<file path="src/rtl/kbd_lcd_pkg.sv">
`default_nettype none
// ============================================================================
// Module      : kbd_lcd_pkg
// Description : Shared key/LCD code constants and the edit sequencer state
//               type used by the keyboard-to-LCD line editing path.
// Revision    : 1.0 - initial release
// ============================================================================
package kbd_lcd_pkg;

    // Width of a decoded LCD character code
    localparam int LCD_CODE_W = 9;

    // Special decoded key codes
    localparam logic [LCD_CODE_W-1:0] KEY_ENTER = 9'h108;
    localparam logic [LCD_CODE_W-1:0] KEY_BKSP  = 9'h109;

    // Blank character written on erase and line clear
    localparam logic [LCD_CODE_W-1:0] KEY_SPACE = 9'h120;

    // Edit sequencer states
    typedef enum logic [1:0] {
        ST_IDLE  = 2'd0,
        ST_EXEC  = 2'd1,
        ST_CLEAR = 2'd2,
        ST_DONE  = 2'd3
    } edit_state_t;

endpackage : kbd_lcd_pkg
`default_nettype wire

</file>
<file path="src/rtl/line_edit_ctrl.sv">
`default_nettype none
// ============================================================================
// Module      : line_edit_ctrl
// Description : Edit controller between the PS/2 key decoder and the two LCD
//               line buffers. Owns the cursor, sequences buffer writes for
//               printable, backspace and enter keys (enter clears the new
//               line), holds off writes while the LCD refresh is reading the
//               buffers and pulses a refresh request after every edit.
//               Optional build macro AUTO_WRAP_EN: a printable key typed on a
//               full line moves to the other line, clears it and places the
//               character in column 0. Without it such a key is dropped.
// Revision    : 1.0 - initial release
// ============================================================================
module line_edit_ctrl
    import kbd_lcd_pkg::*;
#(
    parameter int                COLS       = 16,
    parameter int                CODE_W     = LCD_CODE_W,
    parameter logic [CODE_W-1:0] ENTER_CODE = KEY_ENTER,
    parameter logic [CODE_W-1:0] BKSP_CODE  = KEY_BKSP,
    parameter logic [CODE_W-1:0] SPACE_CODE = KEY_SPACE
) (
    input  logic                       clk,
    input  logic                       rst,
    input  logic                       key_valid,
    input  logic [CODE_W-1:0]          key_code,
    output logic                       key_ready,
    input  logic                       lcd_busy,
    output logic                       wr_en,
    output logic                       wr_line,
    output logic [$clog2(COLS)-1:0]    wr_addr,
    output logic [CODE_W-1:0]          wr_data,
    output logic                       refresh_req,
    output logic                       cur_line,
    output logic [$clog2(COLS+1)-1:0]  cur_col,
    output logic                       line_full
);

    // Column address width and cursor/counter width (cursor may sit at COLS)
    localparam int AW = $clog2(COLS);
    localparam int CW = $clog2(COLS + 1);

    localparam logic [CW-1:0] COLS_CW = CW'(COLS);
    localparam logic [CW-1:0] LAST_CW = CW'(COLS - 1);
    localparam logic [CW-1:0] ONE_CW  = CW'(1);

    edit_state_t         state;
    logic [CODE_W-1:0]   key_latch;   // key being executed
    logic [CW-1:0]       clr_cnt;     // next column to blank during CLEAR
    logic                wrap_pend;   // a wrapped character waits for the clear to finish

    logic                is_enter;
    logic                is_bksp;
    logic                at_end;

    // Key classification and cursor-at-end flag
    always_comb begin
        is_enter = (key_latch == ENTER_CODE);
        is_bksp  = (key_latch == BKSP_CODE);
        at_end   = (cur_col == COLS_CW);
    end

    assign line_full = at_end;

    // Edit sequencer: key capture, cursor update, buffer write strobes and refresh pulse
    always_ff @(posedge clk) begin
        if (!rst) begin
            state       <= ST_IDLE;
            key_ready   <= 1'b1;
            wr_en       <= 1'b0;
            wr_line     <= 1'b0;
            wr_addr     <= '0;
            wr_data     <= SPACE_CODE;
            refresh_req <= 1'b0;
            cur_line    <= 1'b0;
            cur_col     <= '0;
            key_latch   <= SPACE_CODE;
            clr_cnt     <= '0;
            wrap_pend   <= 1'b0;
        end else begin
            // Strobes are single-cycle unless re-asserted below
            wr_en       <= 1'b0;
            refresh_req <= 1'b0;

            case (state)
                ST_IDLE: begin
                    if (key_valid) begin
                        key_latch <= key_code;
                        key_ready <= 1'b0;
                        state     <= ST_EXEC;
                    end
                end

                ST_EXEC: begin
                    // Nothing moves while the LCD owns the buffers
                    if (!lcd_busy) begin
                        if (is_enter) begin
                            // Column 0 of the new line is blanked right away;
                            // CLEAR continues from column 1.
                            cur_line <= ~cur_line;
                            cur_col  <= '0;
                            wr_en    <= 1'b1;
                            wr_line  <= ~cur_line;
                            wr_addr  <= '0;
                            wr_data  <= SPACE_CODE;
                            clr_cnt  <= ONE_CW;
                            state    <= ST_CLEAR;
                        end else if (is_bksp) begin
                            if (cur_col == '0) begin
                                // Nothing to erase: no write, no refresh
                                key_ready <= 1'b1;
                                state     <= ST_IDLE;
                            end else begin
                                wr_en   <= 1'b1;
                                wr_line <= cur_line;
                                wr_addr <= AW'(cur_col - ONE_CW);
                                wr_data <= SPACE_CODE;
                                cur_col <= cur_col - ONE_CW;
                                state   <= ST_DONE;
                            end
                        end else if (!at_end) begin
                            wr_en   <= 1'b1;
                            wr_line <= cur_line;
                            wr_addr <= AW'(cur_col);
                            wr_data <= key_latch;
                            cur_col <= cur_col + ONE_CW;
                            state   <= ST_DONE;
                        end else begin
`ifdef AUTO_WRAP_EN
                            // Move to the other line, clear it, then place the character
                            cur_line  <= ~cur_line;
                            cur_col   <= '0;
                            wr_en     <= 1'b1;
                            wr_line   <= ~cur_line;
                            wr_addr   <= '0;
                            wr_data   <= SPACE_CODE;
                            clr_cnt   <= ONE_CW;
                            wrap_pend <= 1'b1;
                            state     <= ST_CLEAR;
`else
                            // Line is full: the character is discarded
                            key_ready <= 1'b1;
                            state     <= ST_IDLE;
`endif
                        end
                    end
                end

                ST_CLEAR: begin
                    // Busy cycles skip and hold the column counter
                    if (!lcd_busy) begin
                        if (clr_cnt != COLS_CW) begin
                            wr_en   <= 1'b1;
                            wr_line <= cur_line;
                            wr_addr <= clr_cnt[AW-1:0];
                            wr_data <= SPACE_CODE;
                            clr_cnt <= clr_cnt + ONE_CW;
                            if ((clr_cnt == LAST_CW) && !wrap_pend) begin
                                state <= ST_DONE;
                            end
                        end else if (wrap_pend) begin
                            // Line blanked: drop the wrapped character into column 0
                            wr_en     <= 1'b1;
                            wr_line   <= cur_line;
                            wr_addr   <= '0;
                            wr_data   <= key_latch;
                            cur_col   <= ONE_CW;
                            wrap_pend <= 1'b0;
                            state     <= ST_DONE;
                        end else begin
                            state <= ST_DONE;
                        end
                    end
                end

                ST_DONE: begin
                    refresh_req <= 1'b1;
                    key_ready   <= 1'b1;
                    state       <= ST_IDLE;
                end

                default: begin
                    key_ready <= 1'b1;
                    state     <= ST_IDLE;
                end
            endcase
        end
    end

endmodule : line_edit_ctrl
`default_nettype wire

</file>
<file path="config.mk">
export PLATFORM = sky130hd
export DESIGN_NAME = line_edit_ctrl
export DESIGN_NICKNAME = d
export VERILOG_FILES = /design/src/rtl/kbd_lcd_pkg.sv /design/src/rtl/line_edit_ctrl.sv
export SDC_FILE = /design/constraint.sdc
export NUM_CORES = 1
export LEC_CHECK = 0
export CAP_MARGIN = 20
export CORE_MARGIN = 2
export CORE_UTILIZATION = 48
export CTS_CLUSTER_DIAMETER = 150
export DETAILED_ROUTE_END_ITERATION = 12
export PLACE_DENSITY = 0.8
export SETUP_SLACK_MARGIN = 0.4
export SLEW_MARGIN = 10
export SYNTH_ARGS = -nofsm -noshare
export SYNTH_HDL_FRONTEND = slang
export SYNTH_SLANG_ARGS = --single-unit
</file>
<file path="constraint.sdc">
create_clock -name clk -period 1.9 [get_ports clk]
set_input_delay 0.57 -clock clk [delete_from_list [all_inputs] [get_ports clk]]
set_output_delay 0.57 -clock clk [all_outputs]
set_load 0.02 [all_outputs]
</file>
==> results of run 1 <==
## worst max-delay path: stages, from the launching register on
cell	delay, ns
sky130_fd_sc_hd__dfxtp_2	0.36
sky130_fd_sc_hd__or4_4	0.56
sky130_fd_sc_hd__o211ai_4	0.22
sky130_fd_sc_hd__nand4_4	0.19
sky130_fd_sc_hd__a211o_1	0.28
sky130_fd_sc_hd__a32o_1	0.26
## synthesized netlist by cell type, types with 3 or more instances
| library cell | n | area share [%] |
|---|---|---|
| sky130_fd_sc_hd__dfxtp_1 | 39 | 36 |
| sky130_fd_sc_hd__nand2_1 | 33 | 5.7 |
| sky130_fd_sc_hd__a21oi_1 | 25 | 5.8 |
| sky130_fd_sc_hd__o21ai_0 | 16 | 3.7 |
| sky130_fd_sc_hd__nand3_1 | 13 | 3.0 |
| sky130_fd_sc_hd__inv_1 | 12 | 2.1 |
| sky130_fd_sc_hd__clkbuf_1 | 11 | 1.9 |
| sky130_fd_sc_hd__ha_1 | 11 | 6.3 |
| sky130_fd_sc_hd__nor2_1 | 11 | 1.9 |
| sky130_fd_sc_hd__a211oi_1 | 6 | 2.1 |
| sky130_fd_sc_hd__nand4_1 | 6 | 1.7 |
| sky130_fd_sc_hd__nor3_1 | 5 | 1.2 |
| sky130_fd_sc_hd__a32o_1 | 4 | 1.8 |
| sky130_fd_sc_hd__and2_1 | 3 | 0.86 |
| sky130_fd_sc_hd__buf_1 | 3 | 0.52 |
| sky130_fd_sc_hd__nor2b_1 | 3 | 0.86 |
| sky130_fd_sc_hd__nor4_1 | 3 | 0.86 |
| sky130_fd_sc_hd__o21ai_1 | 3 | 0.69 |
| sky130_fd_sc_hd__o31ai_1 | 3 | 1.0 |
## registers in the layout, indices dropped and copies added (netlist names), named ones only
signal,flops
key_ready,1
wr_en,1
wr_addr,4
clr_cnt,5
refresh_req,1
state,1
key_latch,9
wr_data,9
cur_col,5
wr_line,1
cur_line,1
## cell families after synthesis
group	after synthesis	share of synthesized area, %
compound gates	76	23.6
xor+xnor	3	1.21
fa+ha+maj	11	6.33
buf+inv	30	5.76
flops	39	35.9
mux	2	0.979
simple gates	100	26.2
## cell type report
class                      count  area share (%)
multi-input combinational    192            46.7
tap                           52            1.96
inverter                      13            1.77
clock buffer                   5            2.07
timing repair buffer          88            22.9
clock inverter                 3           0.602
sequential                    39            24.0
## worst max-delay path by stage
stage                  from    endpoint
4_1_cts        key_latch[2]  cur_col[3]
3_3_place_gp       lcd_busy  wr_addr[0]
5_1_grt        key_latch[2]  cur_col[3]
2_1_floorplan  key_latch[2]  cur_col[4]
6_report       key_latch[2]  cur_col[3]
3_5_place_dp       lcd_busy  clr_cnt[2]
## cell usage in the layout, fill, tap and decap left out, types with 7 or more instances in the layout
| cell | instances |
|---|---|
| sky130_fd_sc_hd__a21oi_1 | 22 |
| sky130_fd_sc_hd__buf_4 | 41 |
| sky130_fd_sc_hd__buf_6 | 16 |
| sky130_fd_sc_hd__clkdlybuf4s15_2 | 9 |
| sky130_fd_sc_hd__clkdlybuf4s50_1 | 10 |
| sky130_fd_sc_hd__dfxtp_1 | 31 |
| sky130_fd_sc_hd__inv_1 | 7 |
| sky130_fd_sc_hd__nand2_1 | 32 |
| sky130_fd_sc_hd__nand3_1 | 9 |
| sky130_fd_sc_hd__nor2_1 | 7 |
| sky130_fd_sc_hd__o21ai_1 | 11 |
## power by group through the flow
stage / clock, mW / combinational [mW] / sequential, mW
final: 0.565 / 2.38 / 1.12
after global routing: 0.591 / 2.52 / 1.13
after global placement: 0 / 1.74 / 1.09
after CTS: 0.571 / 2.05 / 1.09
after floorplan: 0 / 1.05 / 1.22
after detailed placement: 0 / 1.78 / 1.09
## repair_timing
item / 4_1_cts / 5_1_grt
endpoints found under the setup margin: 60 / 52
buffers inserted: 10 / 3
pin swaps: 12 / 10
resized for setup: 114 / 47
## routing by layer
layer	wire length (um)	global-route usage, %	vias to the layer above
met5	0	0	-
met2	3550	44.9	146
met1	2940	35.9	1172
li1	-	-	1121
met3	525	4.08	31
met4	199	10.7	0
## through the flow
step | area, sq um | hold WS (ns)
2_1_floorplan | 2290 | 0.458
3_3_place_gp | 2910 | 0.468
3_5_place_dp | 2910 | 0.472
4_1_cts | 3200 | 0.484
5_1_grt | 3330 | 0.512
6_report | 3330 | 0.490
==> flow_summary.toml, run 1 <==
[die]
number_of_top_level_pins = 37
chipWidth_um = 71.3
fp.coreArea_sq_um = 4350
die-area_sq_um = 5080
die_y_um = 71.3
initial_core_util_pct = 49.9
rows = 24

[global_routing]
gr-usage-all-layers_pct = 27.2
grt_antenna_before_repair = 0
grt_start_max_net_pins = 17
grt.overflow.total = 0
grt_pass1_vias = 2299
wire_length_of_the_first_global_routing_pass_mm = 11.1

[clock_tree]
clk_root_buffer_cell = "sky130_fd_sc_hd__clkbuf_8"
tritoncts_clock_tree = "built"
clk_latency_ns = 0.29
number_of_hold_buffers_added_after_cts = 0
clock_sink_count = 39
clk_path_buf_depth = 2
number_of_buffers_inserted_during_clock_tree_synthesis = 5
clkSlewWorstSetupHoldPaths_ns = 0.08
ctsHtreeMaxLevel = 2

[timing]
slew_violations = 0
min_period_over_period_pct = 104
hold_violations = 0
timing.final.setup_violations = 10
max_slew.worst_pin.slew_ns = 0.364
final_critical_path_setup_slack_ns = -0.0684
final.setup_skew_ns = 0.00881
fmax_mhz = 508
timing.slew.headroom_pct = 75.5
rsz0062_at_grt = "yes"
timing.setup.tns_ns = -0.466
finalCriticalPeriod_ns = 1.97

[logic_synthesis]
ys_dominant_reg_cell = "sky130_fd_sc_hd__dfxtp_1"
yosysWarningCount = 0
syn_inst = 261
synth_sequential_area_ratio_pct = 35.9
synth_area_sq_um = 2170
ys_seq_elements = 39
yosys.cell_types.count = 59
synthArstFlopShare_pct = 0
syn-num-nets = 285
number_of_enable_type_register_cells_in_the_synthesized_netlist = 0
postSynthAreaPerCell_sq_um = 8.33

[final_layout]
final_cells = 392
area_delta_synth_final_pct = 53.0
area_taken_by_flip_flops_and_latches_sq_um = 798
drive_gt1_share_pct = 42.9
multi_input_area_sq_um = 1550
nNetsFinal = 363
final.fill_count = 290
finish.utilization_pct = 76.4
insertedDiodeCount = 0

[power_and_ir_drop]
pwr-share-seq_pct = 27.5
p_sw_mw = 1.69
peakVddDrop_mv = 0.896
leakagePower_nw = 1.26
combinationalPowerShare_pct = 58.6
p_sw_share_pct = 41.6
power_report.internal_total_mw = 2.37
power_per_cell_area_nw_per_um2 = 1220
design_power_total_mw = 4.06
power.share.clock_pct = 13.9

[place]
placed_cells_incl_taps = 371
gp_routability_congestion = 0.931
dp_hpwl_mm = 4.52
portBuffers = 36
detailedPlace.worstSlack_ns = -0.125

[worst_setup_path]
path_class = "flip-flop to flip-flop"
setup.reg_to_reg.worst_slack_ns = -0.07
cp-start-kind = "flip-flop"
critical_path.max_fanout = 6
cp_data_required_time_ns = 2.09
crit_path_end_kind = "flip-flop"
ff2ff_path_depth = 5
timing.critical_path.arrival_ns = 2.16
r2r_end = "cur_col[3]"
worst_r2r_startpoint = "key_latch[2]"

[route]
postRouteAntennaNets = 0
routed_wl_mm = 7.21
detail_route.iter0.violations = 367
drt_pass1_iterations = 6
drc = 0
post_drt_via_cell_ratio = 6.30
routed-via-count = 2470
routed_wire_length_per_instance_um = 18.4

[outcome]
failing_checks = "setup timing"
outcome = "complete, but fails checks"

[worst_hold_path]
timing.hold.worst.start = "wr_data[2]"
holdPathEnd = "wr_data[2]"
hold_path_depth = 2
hold_path_class = "flip-flop to flip-flop"

[run]
drv_cap = 0
Power figures use the tool's default switching activity.
==> inputs of run 2 (changes only) <==
ABC_CLOCK_PERIOD_IN_PS = 1900   (was unset)
PLACE_DENSITY = unset   (was 0.8)
PLACE_DENSITY_LB_ADDON = 0.2   (was unset)
==> run 2 against run 1 <==
Against the previous run:
- the run still ends with setup timing left
- highest routed layer unchanged
- sequential share of layout area fell by 0.84 points
- global-route usage is 0.85 points higher
- via count fell by 0.40%
- hold slack improved by 0.0024 ns
- combinational power increased by 2%
- maximum frequency down 3.8%
- clock-buffer cell count stayed put
- setup slack got worse by 0.077 ns
- utilization up 3.1 points
- critical path depth is the same
==> flow_summary.toml, run 2 (synthesis gave the netlist of run 1 again) <==
[outcome]
outcome = "complete, but fails checks"
failing_checks = "setup timing"

[timing]
max_slew.worst_pin.slew_ns = 0.375
timing.slew.headroom_pct = 74.4
rsz0062_at_grt = "yes"
finalCriticalPeriod_ns = 2.05
final.setup_skew_ns = 0.00445
min_period_over_period_pct = 108
timing.setup.tns_ns = -1.63
hold_violations = 0
fmax_mhz = 489
slew_violations = 0
timing.final.setup_violations = 21
final_critical_path_setup_slack_ns = -0.146

[clock_tree]
clk_latency_ns = 0.30
clkSlewWorstSetupHoldPaths_ns = 0.08
clk_path_buf_depth = 2
clk_root_buffer_cell = "sky130_fd_sc_hd__clkbuf_8"
number_of_hold_buffers_added_after_cts = 0
tritoncts_clock_tree = "built"
clock_sink_count = 39
ctsHtreeMaxLevel = 2
number_of_buffers_inserted_during_clock_tree_synthesis = 5

[die]
fp.coreArea_sq_um = 4350
die_y_um = 71.3
rows = 24
chipWidth_um = 71.3
initial_core_util_pct = 49.9
number_of_top_level_pins = 37
die-area_sq_um = 5080

[place]
detailedPlace.worstSlack_ns = -0.146
placed_area_sq_um = 2980
portBuffers = 36
dp_hpwl_mm = 4.45
placed_cells_incl_taps = 378
gp_routability_congestion = 0.940

[power_and_ir_drop]
leakagePower_nw = 1.31
power_per_cell_area_nw_per_um2 = 1220
peakVddDrop_mv = 0.765

[final_layout]
area_taken_by_flip_flops_and_latches_sq_um = 802
area_delta_synth_final_pct = 59.3
reg.largest.list = "key_latch x9, wr_data x9"
final_cell_mix = "sky130_fd_sc_hd__buf_4 (43), sky130_fd_sc_hd__nand2_1 (31), sky130_fd_sc_hd__dfxtp_1 (30)"
fin_area_sq_um = 3460
insertedDiodeCount = 0
mostFrequentLayoutCell = "sky130_fd_sc_hd__buf_4"
nNetsFinal = 370
drive_gt1_share_pct = 45.8
final_cells = 399
multi_input_area_sq_um = 1580
final.fill_count = 289

[route]
routed-via-count = 2460
drc = 0
postRouteAntennaNets = 0
drt_pass1_iterations = 5
post_drt_via_cell_ratio = 6.17
detail_route.iter0.violations = 303
routed_wire_length_per_instance_um = 18.5
routed_wl_mm = 7.38

[worst_setup_path]
cp-start-kind = "flip-flop"
critical_path.n_buffers_inverters = 0
timing.critical_path.arrival_ns = 2.24
worst_path_dominant_cell_family = "compound AO/OA/AOI/OAI gates"
critical_path.max_fanout = 6
path_class = "flip-flop to flip-flop"
cp_data_required_time_ns = 2.09
worst_path_largest_cell_delay_ns = 0.59
critical_path_cell_by_cell = "or4_4, o211ai_4, nand4_4, a211o_1, a32o_1"
crit_path_end_kind = "flip-flop"
cpMaxStageDelayCell = "sky130_fd_sc_hd__or4_4"

[worst_hold_path]
hold_path_class = "flip-flop to flip-flop"

[global_routing]
grt_start_max_net_pins = 19
gr-usage-all-layers_pct = 28.0
grt_use_met1_pct = 39.4
grt.overflow.total = 0
grt_use_met3_pct = 6.47
groute.layer.met2.usage_pct = 42.9
wire_length_of_the_first_global_routing_pass_mm = 11.3
grt_pass1_vias = 2199
global_route.peak_usage_layer = "met2"
grt_antenna_before_repair = 0

[run]
drv_cap = 0
-- run 2: changes by cell type in the layout (fill, tap and decap cells not counted), sizes merged --
cell and change:
bufinv +1, buf +10, clkinv +2, inv -1
clkbuf -3, clkinvlp -2
-- run 2: worst reg2reg max path, cell delays in order, from the launching register on --
cell and delay (ns):
sky130_fd_sc_hd__dfxtp_4 0.37, sky130_fd_sc_hd__or4_4 0.59, sky130_fd_sc_hd__o211ai_4 0.25, sky130_fd_sc_hd__nand4_4 0.18
sky130_fd_sc_hd__a211o_1 0.28, sky130_fd_sc_hd__a32o_1 0.27
-- run 2: layout make-up --
cell class	instances	area share, %
Timing Repair Buffer	95	24.5
Multi-Input combinational cell	192	45.5
Sequential cell	39	23.2
Tap cell	52	1.88
Inverter	13	1.70
Clock inverter	3	1.26
Clock buffer	5	1.99
-- run 2: worst paths after layout --
| check | start | endpoint | slack, ns | cells past startpoint |
|---|---|---|---|---|
| max | key_latch[2] | cur_col[3] | -0.15 | 5 |
| min | wr_addr[1] | wr_addr[1] | 0.49 | 2 |
| max reg2reg | key_latch[2] | cur_col[3] | -0.15 | 5 |
| min reg2reg | wr_addr[1] | wr_addr[1] | 0.49 | 2 |
-- run 2: metrics by stage --
step	util (%)	hold slack (ns)	power (mW)
5_1_grt	79.5	0.507	4.41
3_3_place_gp	68.4	0.463	2.89
3_5_place_dp	68.4	0.461	2.92
4_1_cts	75.5	0.482	3.88
2_1_floorplan	-	0.458	2.26
6_report	79.5	0.492	4.22
-- run 2: where the power goes --
group / total, mW / internal (mW) / switching [mW]
clock: 0.709 / 0.391 / 0.317
sequential: 1.10 / 0.977 / 0.122
combinational: 2.42 / 1.12 / 1.29
-- run 2: metal layers --
metal	routed length, um	up-vias	part of all wire (%)
li1	-	1130	-
met1	3150	1184	43
met2	3440	122	47
met3	544	24	7.4
met4	243	0	3.3
met5	0	-	0
-- run 2: repair_timing --
| action | in CTS | in global routing |
|---|---|---|
| resized for setup | 123 | 49 |
| cloned | 1 | 1 |
| endpoints found under the hold margin | 0 | 0 |
| setup buffers | 8 | 3 |
| setup endpoints to repair | 53 | 49 |
| pin swaps | 16 | 17 |
==> inputs of run 3 (changes only) <==
--- a/config.mk
+++ b/config.mk
@@ -11,2 +11,3 @@
 export CORE_UTILIZATION = 48
+export CTS_BUF_LIST = sky130_fd_sc_hd__clkbuf_8 sky130_fd_sc_hd__clkbuf_16
 export CTS_CLUSTER_DIAMETER = 150
==> constraint.sdc (replaced) <==
create_clock -name clk -period 1.9 [get_ports clk]
set_input_delay 0.38 -clock clk [delete_from_list [all_inputs] [get_ports clk]]
set_output_delay 0.38 -clock clk [all_outputs]
set_load 0.02 [all_outputs]
==> run 3 against run 2 <==
Against the previous run:
- the flow still finishes with violations (setup timing)
- flip-flop and latch count did not move
- clock-buffer cell count did not move
- sequential power barely moved
- utilization fell by 3.5 points
- via count fell by 4.7%
- register-to-register slack improved by 0.09 ns
- largest cell class unchanged
- routed wire length fell by 5.3%
- largest power group unchanged
- combinational power fell by 5%
- clock power fell by 20%
==> flow_summary.toml, run 3 (synthesis gave the netlist of run 1 again) <==
[outcome]
outcome = "complete, but fails checks"
failing_checks = "setup timing"

[final_layout]
drive_gt1_share_pct = 38.2
nNetsFinal = 358
insertedDiodeCount = 0
finish.utilization_pct = 76.0
reg.largest.list = "key_latch x9, wr_data x9"
fin_area_sq_um = 3310
mostFrequentLayoutCell = "sky130_fd_sc_hd__buf_4"
area_delta_synth_final_pct = 52.3
final_cell_mix = "sky130_fd_sc_hd__buf_4 (38), sky130_fd_sc_hd__nand2_1 (32), sky130_fd_sc_hd__dfxtp_1 (29)"

[worst_setup_path]
timing.critical_path.arrival_ns = 2.16
cpMaxStageDelayCell = "sky130_fd_sc_hd__or4_4"
cp-start-kind = "flip-flop"
crit_path_end_kind = "flip-flop"
path_class = "flip-flop to flip-flop"
worst_path_largest_cell_delay_ns = 0.56
critical_path_cell_by_cell = "or4_4, o211ai_4, nand4_4, buf_4, o21ai_0, a21oi_1"
critical_path.max_fanout = 7
cp_data_required_time_ns = 2.10

[global_routing]
grt_start_max_net_pins = 19
grt_antenna_before_repair = 0
grt_pass1_vias = 2178
wire_length_of_the_first_global_routing_pass_mm = 10.7
gr-usage-all-layers_pct = 26.8
grt.overflow.total = 0

[place]
gp_routability_congestion = 0.970
dp_hpwl_mm = 4.56
placed_area_sq_um = 2920
detailedPlace.worstSlack_ns = -0.0512
portBuffers = 36

[die]
number_of_top_level_pins = 37
die-area_sq_um = 5080
fp.coreArea_sq_um = 4350
chipWidth_um = 71.3
die_y_um = 71.3
initial_core_util_pct = 49.9
rows = 24

[timing]
finalCriticalPeriod_ns = 1.96
final.setup_skew_ns = 0.00500
max_slew.worst_pin.slew_ns = 0.408
timing.slew.headroom_pct = 72.8
final.hold.worst_slack_ns = 0.474
timing.final.setup_violations = 5
min_period_over_period_pct = 103
hold_violations = 0
final_critical_path_setup_slack_ns = -0.0605
slew_violations = 0
rsz0062_at_grt = "yes"
fmax_mhz = 510

[clock_tree]
clock_sink_count = 39
number_of_buffers_inserted_during_clock_tree_synthesis = 5
tritoncts_clock_tree = "built"
clkSlewWorstSetupHoldPaths_ns = 0.08
clk_root_buffer_cell = "sky130_fd_sc_hd__clkbuf_8"
clk_latency_ns = 0.30
clk_path_buf_depth = 2
ctsHtreeMaxLevel = 2

[route]
post_drt_via_cell_ratio = 6.06
drc = 0
drt_pass1_iterations = 4
routed-via-count = 2345
routed_wl_mm = 6.98
detail_route.iter0.violations = 185
routed_wire_length_per_instance_um = 18.0
postRouteAntennaNets = 0

[power_and_ir_drop]
peakVddDrop_mv = 0.716
power_per_cell_area_nw_per_um2 = 1200
leakagePower_nw = 1.26

[worst_hold_path]
hold_path_class = "flip-flop to flip-flop"

[run]
drv_cap = 0
-- run 3: changes by cell type in the layout (fill, tap and decap cells not counted), sizes merged, moves of 2 or more --
cell and change:
buf -25, dlygate4sd2 +18, clkdlybuf4s15 -7, clkdlybuf4s50 +2, clkinv -2, inv +2
-- run 3: what timing repair did --
action	CTS	global route
setup endpoints to repair	53	32
gates resized for setup	66	38
gates cloned	0	1
hold buffers	0	0
pin swaps	13	11
buffers inserted	4	5
-- run 3: path summary, 6_finish.rpt --
path              slack, ns    startpoint  cells after the start         end
setup / recovery      -0.06  key_latch[6]                      6  wr_data[7]
hold / removal         0.47    wr_data[0]                      2  wr_data[0]
setup reg to reg      -0.06  key_latch[6]                      6  wr_data[7]
hold reg to reg        0.47    wr_data[0]                      2  wr_data[0]
-- run 3: power by group --
| part | leakage, nW | total (mW) | internal, mW | switching [mW] |
|---|---|---|---|---|
| clock | 0.0453 | 0.566 | 0.251 | 0.314 |
| sequential | 0.323 | 1.11 | 0.978 | 0.129 |
| combinational | 0.895 | 2.30 | 1.07 | 1.23 |
-- run 3: metrics by stage --
stage                     cells  total power, mW  setup TNS (ns)
final                       387             3.97          -0.144
after global routing        387             4.18           -1.18
after floorplan             261             2.26               0
after CTS                   381             3.57         -0.0596
after detailed placement    369             2.90          -0.253
after global placement      369             2.87         -0.0437
-- run 3: routing by layer --
layer | vias to the layer above | track usage (%) | part of all wire (%)
li1 | 1110 | - | -
met1 | 1143 | 37.0 | 43
met2 | 75 | 41.6 | 49
met3 | 17 | 6.33 | 6.0
met4 | 0 | 8.60 | 2.2
met5 | - | 0 | 0
-- run 3: area by class of cell --
type                    count  area (sq um)
clock buffers               5          68.8
well taps                  52          65.1
repair buffers             83           748
clock inverters             3          16.3
flip-flops and latches     39           803
inverters                  13          53.8
fillers                   308          1040
multi-input cells         192          1550
-- run 3: worst max-delay path: cells and delay by family, from the launching register on --
family          cells  cell delay [ns]
simple gates        2             0.76
compound gates      3             0.52
flops               1             0.35
buf+inv             1             0.22
==> RTL edit, RTL diff (config.mk and constraints of run 2) <==
Change the parameter `COLS` from 16 to 32.
--- a/src/rtl/line_edit_ctrl.sv
+++ b/src/rtl/line_edit_ctrl.sv
@@ -15,5 +15,5 @@
     import kbd_lcd_pkg::*;
 #(
-    parameter int                COLS       = 16,
+    parameter int                COLS       = 32,
     parameter int                CODE_W     = LCD_CODE_W,
     parameter logic [CODE_W-1:0] ENTER_CODE = KEY_ENTER,
Interface: changed (resized cur_col and wr_addr); port bits go from 37 to 39. The function was not compared with the original's and may differ.
==> RTL edit against run 2 <==
The flow still finishes with violations (setup timing); worst hold slack worse by 0.027 ns; total power up 8.4%; sequential power up 7%; worst setup slack worse by 0.19 ns; largest cell class unchanged; combinational power up 16%; critical path type unchanged; global-route usage up 3.0 points; maximum frequency down 8.7%; sequential cell count up 3; synthesized area up 12%; wire length up 22%; design area up 16%.
==> RTL edit: results (changes against run 2) <==
| Metric | Value |
|---|---|
| Final setup viols | 27 (+29%) |
| Synth area leaders | dfxtp_1, a21oi_1, ha_1 |
| Yosys cell types | 62 (+5.1%) |
| Critical Path AT | 2.44 ns (+0.20 ns) |
| Hold_sp | wr_data[1]$_SDFFE_PN0P_ |
| Sequential power share | 0.257 (-0.003) |
| P_comb | 2.81 mW (+16%) |
| Synthesized instance count | 302 (+16%) |
| Internal | 2.67 mW (+7.1%) |
| Leak Pwr | 1.65 nW (+25%) |
| Failing checks | setup timing |
| Post-Synth Adder-Cell Area | 0.0618 (-0.00157) |
| Worst VDD drop | 926 uV (+21%) |
| Met3 Wirelength | 550 um (+1.1%) |
| Final HPWL DP | 5420 um (+22%) |
| Post-CTS setup buffer count | 11 (+3) |
| Setup TNS | -6.18 ns (-4.55 ns) |
| Mux share of post-synthesis cell area | 0.0124 (+0.00257) |
| Largest net degree at the start of global routing | 22 (+3) |
| Status | finished, violations left |
| Max incr delay on CP | 0.46 ns (-0.13 ns) |
| Iteration-0 DRC Markers | 370 (+22%) |
| Setup ws final | -0.340 ns (-0.195 ns) |
| Fill count | 285 (-1.4%) |
| DP Worst Slack | -0.412 ns (-0.267 ns) |
| Reg2Reg Depth | 9 (+4) |
| Met2 wire length | 4540 um (+32%) |
| Cts repair resizes | 163 (+33%) |
| Gpl congestion | 0.953 (+1.4%) |
| Worst Hold End | wr_data[1]$_SDFFE_PN0P_ |
==> RTL edit: cell types whose count changed after synthesis, sizes merged, moves of 4 or more <==
cell / before / now
a211oi: 7 / 2
a21oi: 25 / 34
a32o: 4 / 0
nand4: 7 / 3
nor2: 11 / 19
nor3: 5 / 10
o32ai: 0 / 4
==> RTL edit: final cells by class <==
type | instances | area, sq um | area share
tap | 67 | 83.8 | 0.0209
clock inverter | 2 | 13.8 | 0.00343
timing repair buffer | 130 | 1120 | 0.280
inverter | 15 | 61.3 | 0.0153
clock buffer | 6 | 72.6 | 0.0181
multi-input combinational | 224 | 1800 | 0.447
sequential | 42 | 866 | 0.216
==> RTL edit: layer usage <==
layer | track usage | vias to the layer above
met5 | 0 | -
met4 | 0.0858 | 0
met3 | 0.0495 | 22
met2 | 0.527 | 161
met1 | 0.412 | 1437
li1 | - | 1338
